**config.mk**
```make
export PLATFORM = sky130hd
export DESIGN_NAME = cdc_fifo_rd_stage
export DESIGN_NICKNAME = d
export VERILOG_FILES = /design/src/rtl/cdc_fifo_rd_stage.sv
export SDC_FILE = /design/constraint.sdc
export NUM_CORES = 1
export LEC_CHECK = 0
export CAP_MARGIN = 20
export CORE_UTILIZATION = 33
export CTS_CLUSTER_SIZE = 14
export DETAILED_ROUTE_END_ITERATION = 8
export PLACE_DENSITY = 0.65
export SLEW_MARGIN = 10
export SYNTH_ARGS = -nofsm -noshare
export SYNTH_HDL_FRONTEND = slang
export SYNTH_SLANG_ARGS = --single-unit
```
**constraint.sdc**
```tcl
create_clock -name clk -period 1.8 [get_ports clk]
set_input_delay 0.54 -clock clk [delete_from_list [all_inputs] [get_ports clk]]
set_output_delay 0.54 -clock clk [all_outputs]
set_load 0.01 [all_outputs]
```
**src/rtl/cdc_fifo_rd_stage.sv**
```systemverilog
// Read-domain consumer of an async CDC FIFO: pops one word, presents it over a 4-phase req/ack
// handshake with a synchronized ack and optional timeout. Optional parity bit: CDC_RD_PARITY_EN.
module cdc_fifo_rd_stage #(
   parameter int DATA_W      = 8,
   parameter int SYNC_STAGES = 2,
   parameter int RD_LATENCY  = 1,
   parameter int TIMEOUT_CYC = 255
) (
   input  logic              clk,
   input  logic              rst_n,
   input  logic              rd_empty,
   input  logic [DATA_W-1:0] rd_data,
   output logic              rd_en,
   input  logic              ack_in,
   output logic              out_req,
`ifdef CDC_RD_PARITY_EN
   output logic [DATA_W:0]   out_data,
`else
   output logic [DATA_W-1:0] out_data,
`endif
   output logic              err_timeout,
   input  logic              clr_err,
   output logic              busy
);

   localparam int TW = (TIMEOUT_CYC > 0) ? $clog2(TIMEOUT_CYC + 1) : 1;
   localparam logic [TW-1:0] T_LAST = TW'((TIMEOUT_CYC > 0) ? TIMEOUT_CYC - 1 : 0);
   localparam logic [TW-1:0] T_MAX  = TW'(TIMEOUT_CYC);
   localparam logic [1:0]    LAT    = 2'(RD_LATENCY);

   typedef enum logic [1:0] {
      ST_IDLE    = 2'd0,
      ST_WAIT    = 2'd1,
      ST_PRESENT = 2'd2,
      ST_RELEASE = 2'd3
   } state_t;

   state_t                 state_r;
   logic [1:0]             lat_r;
   logic [TW-1:0]          tcnt_r;
   logic [SYNC_STAGES-1:0] sync_r;
   logic                   ack_s;

`ifdef CDC_RD_PARITY_EN
   function automatic logic even_par(input logic [DATA_W-1:0] d);
      return ^d;
   endfunction
`endif

   assign ack_s = sync_r[SYNC_STAGES-1];

   // Ack synchronizer chain; only its last stage reaches the FSM.
   always_ff @(posedge clk or negedge rst_n) begin
      if (!rst_n) begin
         sync_r <= '0;
      end else begin
         sync_r <= {sync_r[SYNC_STAGES-2:0], ack_in};
      end
   end

   // Handshake FSM with all outputs registered.
   always_ff @(posedge clk or negedge rst_n) begin
      if (!rst_n) begin
         state_r     <= ST_IDLE;
         lat_r       <= 2'd0;
         tcnt_r      <= '0;
         rd_en       <= 1'b0;
         out_req     <= 1'b0;
         out_data    <= '0;
         err_timeout <= 1'b0;
         busy        <= 1'b0;
      end else begin
         rd_en <= 1'b0;
         // A timeout set later in this block overrides the clear.
         if (clr_err) begin
            err_timeout <= 1'b0;
         end
         case (state_r)
            ST_IDLE: begin
               if (!rd_empty) begin
                  rd_en   <= 1'b1;
                  lat_r   <= 2'd0;
                  busy    <= 1'b1;
                  state_r <= ST_WAIT;
               end else begin
                  busy <= 1'b0;
               end
            end
            ST_WAIT: begin
               if (lat_r == LAT) begin
`ifdef CDC_RD_PARITY_EN
                  out_data <= {even_par(rd_data), rd_data};
`else
                  out_data <= rd_data;
`endif
                  out_req <= 1'b1;
                  tcnt_r  <= '0;
                  state_r <= ST_PRESENT;
               end else begin
                  lat_r <= lat_r + 2'd1;
               end
            end
            ST_PRESENT: begin
               if (ack_s) begin
                  out_req <= 1'b0;
                  state_r <= ST_RELEASE;
               end else if ((TIMEOUT_CYC > 0) && (tcnt_r == T_LAST)) begin
                  out_req     <= 1'b0;
                  err_timeout <= 1'b1;
                  state_r     <= ST_RELEASE;
               end else if (tcnt_r != T_MAX) begin
                  tcnt_r <= tcnt_r + TW'(1);
               end
            end
            ST_RELEASE: begin
               if (!ack_s) begin
                  busy    <= 1'b0;
                  state_r <= ST_IDLE;
               end
            end
            default: begin
               out_req <= 1'b0;
               busy    <= 1'b0;
               state_r <= ST_IDLE;
            end
         endcase
      end
   end

endmodule
```
==> flow_summary_export.csv <==
group,metric,value,unit
cells_and_area,final_net_count,184,
sta,finalCritPeriodShare,98.7,%
die,die_x,66.0,µm
run,maxCapViolations,0,
grt,gr-total-overflow,0,
clock_tree,cts.path.max_buffers,2,
power_and_ir_drop,max-vdd-ir-drop,0.000664,V
routing,detail_route.wirelength,3.03,mm
sta,rsz_0062_raised_after_global_routing,"true",
sta,maxSlewViolCount,0,
routing,remaining_drc_errors,0,
synthesis,syn_area_per_cell,11.0,µm²
power_and_ir_drop,share_seq_of_total_power,31.4,%
placed_design,place_area,0.00170,mm²
grt,grt_start_max_net_pins,27,
die,rows,22,
setup_path,worst-endpoint-required,1970,ps
die,coreArea,0.00380,mm²
sta,clock.fmax,0.563,GHz
clock_tree,cts.reportedPaths.clkPinSlew,90,ps
synthesis,synthCells,123,
power_and_ir_drop,switching_share,36.0,%
setup_path,critical_path.max_fanout,3,
sta,fin_ws,23.2,ps
clock_tree,tritoncts_num_sinks,26,
synthesis,async_flop_share,100,%
sta,setup_viol_count_final,0,
power_and_ir_drop,total_switching_power,1.04,mW
synthesis,synthDistinctLibCells,36,
synthesis,synth_sequential_area_ratio,48.1,%
power_and_ir_drop,pwr-share-clk,13.5,%
synthesis,netlist_area,0.00135,mm²
setup_path,crit_arrival,1950,ps
setup_path,crit_path_end_kind,"flip-flop",
routing,drt-vias-per-instance,5.38,
grt,grt_pass1_vias,1193,
sta,timing.slew.headroom,77.6,%
power_and_ir_drop,power.density,1550,mW/mm²
power_and_ir_drop,fraction_of_power_consumed_by_combinational_cells,55.2,%
synthesis,postSynthRegisterBits,26,
routing,vias,1129,
die,fp.dieArea,0.00435,mm²
clock_tree,cts_inserted_buffers,3,
synthesis,ys_warn_count,0,
power_and_ir_drop,leakagePower,0.785,nW
grt,groute.usage.overall,15.1,%
die,boundaryPins,25,
cells_and_area,layout-drive-gt1-share,30.2,%
placed_design,dp_slack,-232,ps
cells_and_area,fillerInstances,339,
setup_path,ws_path_type,"reg -> reg",
routing,dr.first_iter.drc_count,24,
clock_tree,clock_tree.root_cell,"sky130_fd_sc_hd__clkbuf_8",
routing,routedWlPerCell,14.4,µm
cells_and_area,final_core_utilization,49.0,%
setup_path,setup.worst_path.start_class,"flip-flop",
cells_and_area,syn2layout_area_growth,37.7,%
status,run_status,"completed",
min_path,timing.hold.worst.class,"reg -> reg",
placed_design,io_buffers,24,
cells_and_area,most_used_cells_in_the_layout_excluding_fill_and_tap_cells,"sky130_fd_sc_hd__dfrtp_1, sky130_fd_sc_hd__clkdlybuf4s50_1, sky130_fd_sc_hd__buf_4",
synthesis,postSynth.topFlopCell,"sky130_fd_sc_hd__dfrtp_1",
placed_design,hpwl,2.14,mm
sta,hold_violations,0,
clock_tree,clk-insertion-delay-late,280,ps
synthesis,post_syn_nets,144,
synthesis,synth-edff-count,0,
power_and_ir_drop,internal_power,1.84,mW
routing,detail-route-antenna-nets,0,
die,die-height,66.0,µm
cells_and_area,most_common_library_cell_in_the_layout_ignoring_fill_and_taps,"sky130_fd_sc_hd__dfrtp_1",
grt,first_pass_grt_wire_length,4.97,mm
sta,timing.final.crit_period,1780,ps
die,start_util,35.6,%
sta,worstMarginPinSlew,336,ps
sta,worst_hold_slack,357,ps
grt,grt_antenna_before_repair,0,
routing,dr_pass1_iterations,4,
cells_and_area,postLayoutCellArea,0.00186,mm²
cells_and_area,antenna-diode-count,0,
placed_design,finalWeightedCongestion,0.931,
clock_tree,htree_num_levels,1,
sta,fin_skew,2.14,ps
clock_tree,tritoncts,"yes",
-- state kept, by name, indices dropped and copies added (netlist names) --
register / count
out_data: 8
tcnt_r: 8
lat_r: 2
state_r: 2
sync_r: 2
busy: 1
err_timeout: 1
out_req: 1
rd_en: 1
-- cell usage after synthesis, types with 2 or more instances --
| cell type | n | area (µm²) |
|---|---|---|
| sky130_fd_sc_hd__dfrtp_1 | 26 | 651 |
| sky130_fd_sc_hd__a21oi_1 | 8 | 40.0 |
| sky130_fd_sc_hd__ha_1 | 8 | 100 |
| sky130_fd_sc_hd__inv_1 | 8 | 30.0 |
| sky130_fd_sc_hd__mux2_2 | 8 | 90.1 |
| sky130_fd_sc_hd__nor2_1 | 8 | 30.0 |
| sky130_fd_sc_hd__nand2_1 | 7 | 26.3 |
| sky130_fd_sc_hd__nor3_1 | 4 | 20.0 |
| sky130_fd_sc_hd__o21ai_0 | 4 | 20.0 |
| sky130_fd_sc_hd__a221o_2 | 3 | 33.8 |
| sky130_fd_sc_hd__a31oi_1 | 3 | 18.8 |
| sky130_fd_sc_hd__and2_1 | 3 | 18.8 |
| sky130_fd_sc_hd__and3_1 | 3 | 18.8 |
| sky130_fd_sc_hd__nand3_1 | 3 | 15.0 |
| sky130_fd_sc_hd__nor4_1 | 3 | 18.8 |
| sky130_fd_sc_hd__a22o_2 | 2 | 20.0 |
| sky130_fd_sc_hd__a41oi_1 | 2 | 17.5 |
| sky130_fd_sc_hd__and4_1 | 2 | 17.5 |
-- critical path, cell delays in order, from the launching register on --
cell	delay [ps]
sky130_fd_sc_hd__dfrtp_1	420
sky130_fd_sc_hd__buf_4	160
sky130_fd_sc_hd__ha_2	180
sky130_fd_sc_hd__a221o_2	420
sky130_fd_sc_hd__a31oi_4	170
sky130_fd_sc_hd__mux2_4	310
-- final cells by class --
type | instances | area [µm²] | area share, %
Clock buffer | 4 | 55.1 | 2.96
Tap cell | 48 | 60.1 | 3.23
Multi-Input combinational cell | 86 | 718 | 38.6
Sequential cell | 26 | 652 | 35.0
Timing Repair Buffer | 38 | 345 | 18.6
Inverter | 8 | 30.0 | 1.61
-- power groups by stage --
stage	logic [mW]	registers, mW	clock network (mW)
after global placement	1.28	0.896	0
after global routing	1.73	0.930	0.416
after floorplan	0.798	0.952	0
final	1.59	0.902	0.387
after detailed placement	1.34	0.909	0
after CTS	1.42	0.900	0.395
-- per-stage QoR --
stage,TNS [ps],instances,power [mW]
global placement,-154,200,2.18
floorplan,0,123,1.75
detailed placement,-301,200,2.25
finish,0,210,2.88
global route,-56.6,210,3.08
CTS,0,206,2.71
-- timing repair --
item                                    CTS  global route
hold buffers                              0             0
pin swaps                                 1             3
resized for setup                         4            10
endpoints found under the setup margin    2             4
buffers inserted                          2             4
-- logic make-up (layout without fill, tap and decap cells) --
family | Yosys count | after routing | synth area share (%)
fa+ha+maj | 8 | 8 | 7.41
mux | 9 | 9 | 7.50
buf+inv | 11 | 50 | 4.35
flops | 26 | 26 | 48.1
simple gates | 36 | 36 | 13.7
compound gates | 33 | 33 | 18.9
-- routing by layer --
layer | GRT usage [%] | share of wire (%)
met1 | 16.6 | 44
met2 | 25.9 | 49
met3 | 4.48 | 4.7
met4 | 7.98 | 2.2
met5 | 0 | 0
-- path summary, 6_finish.rpt --
path	start	end	slack, ps	cells past startpoint
min in group asynchronous	rst_n	out_data[4]	620	2
hold / removal	sync_r[0]	sync_r[1]	360	0
hold reg to reg	sync_r[0]	sync_r[1]	360	0
max in group asynchronous	rst_n	state_r[0]	900	2
setup / recovery	state_r[1]	state_r[1]	20	5
setup reg to reg	state_r[1]	state_r[1]	20	5
(Power assumes the default switching activity.)
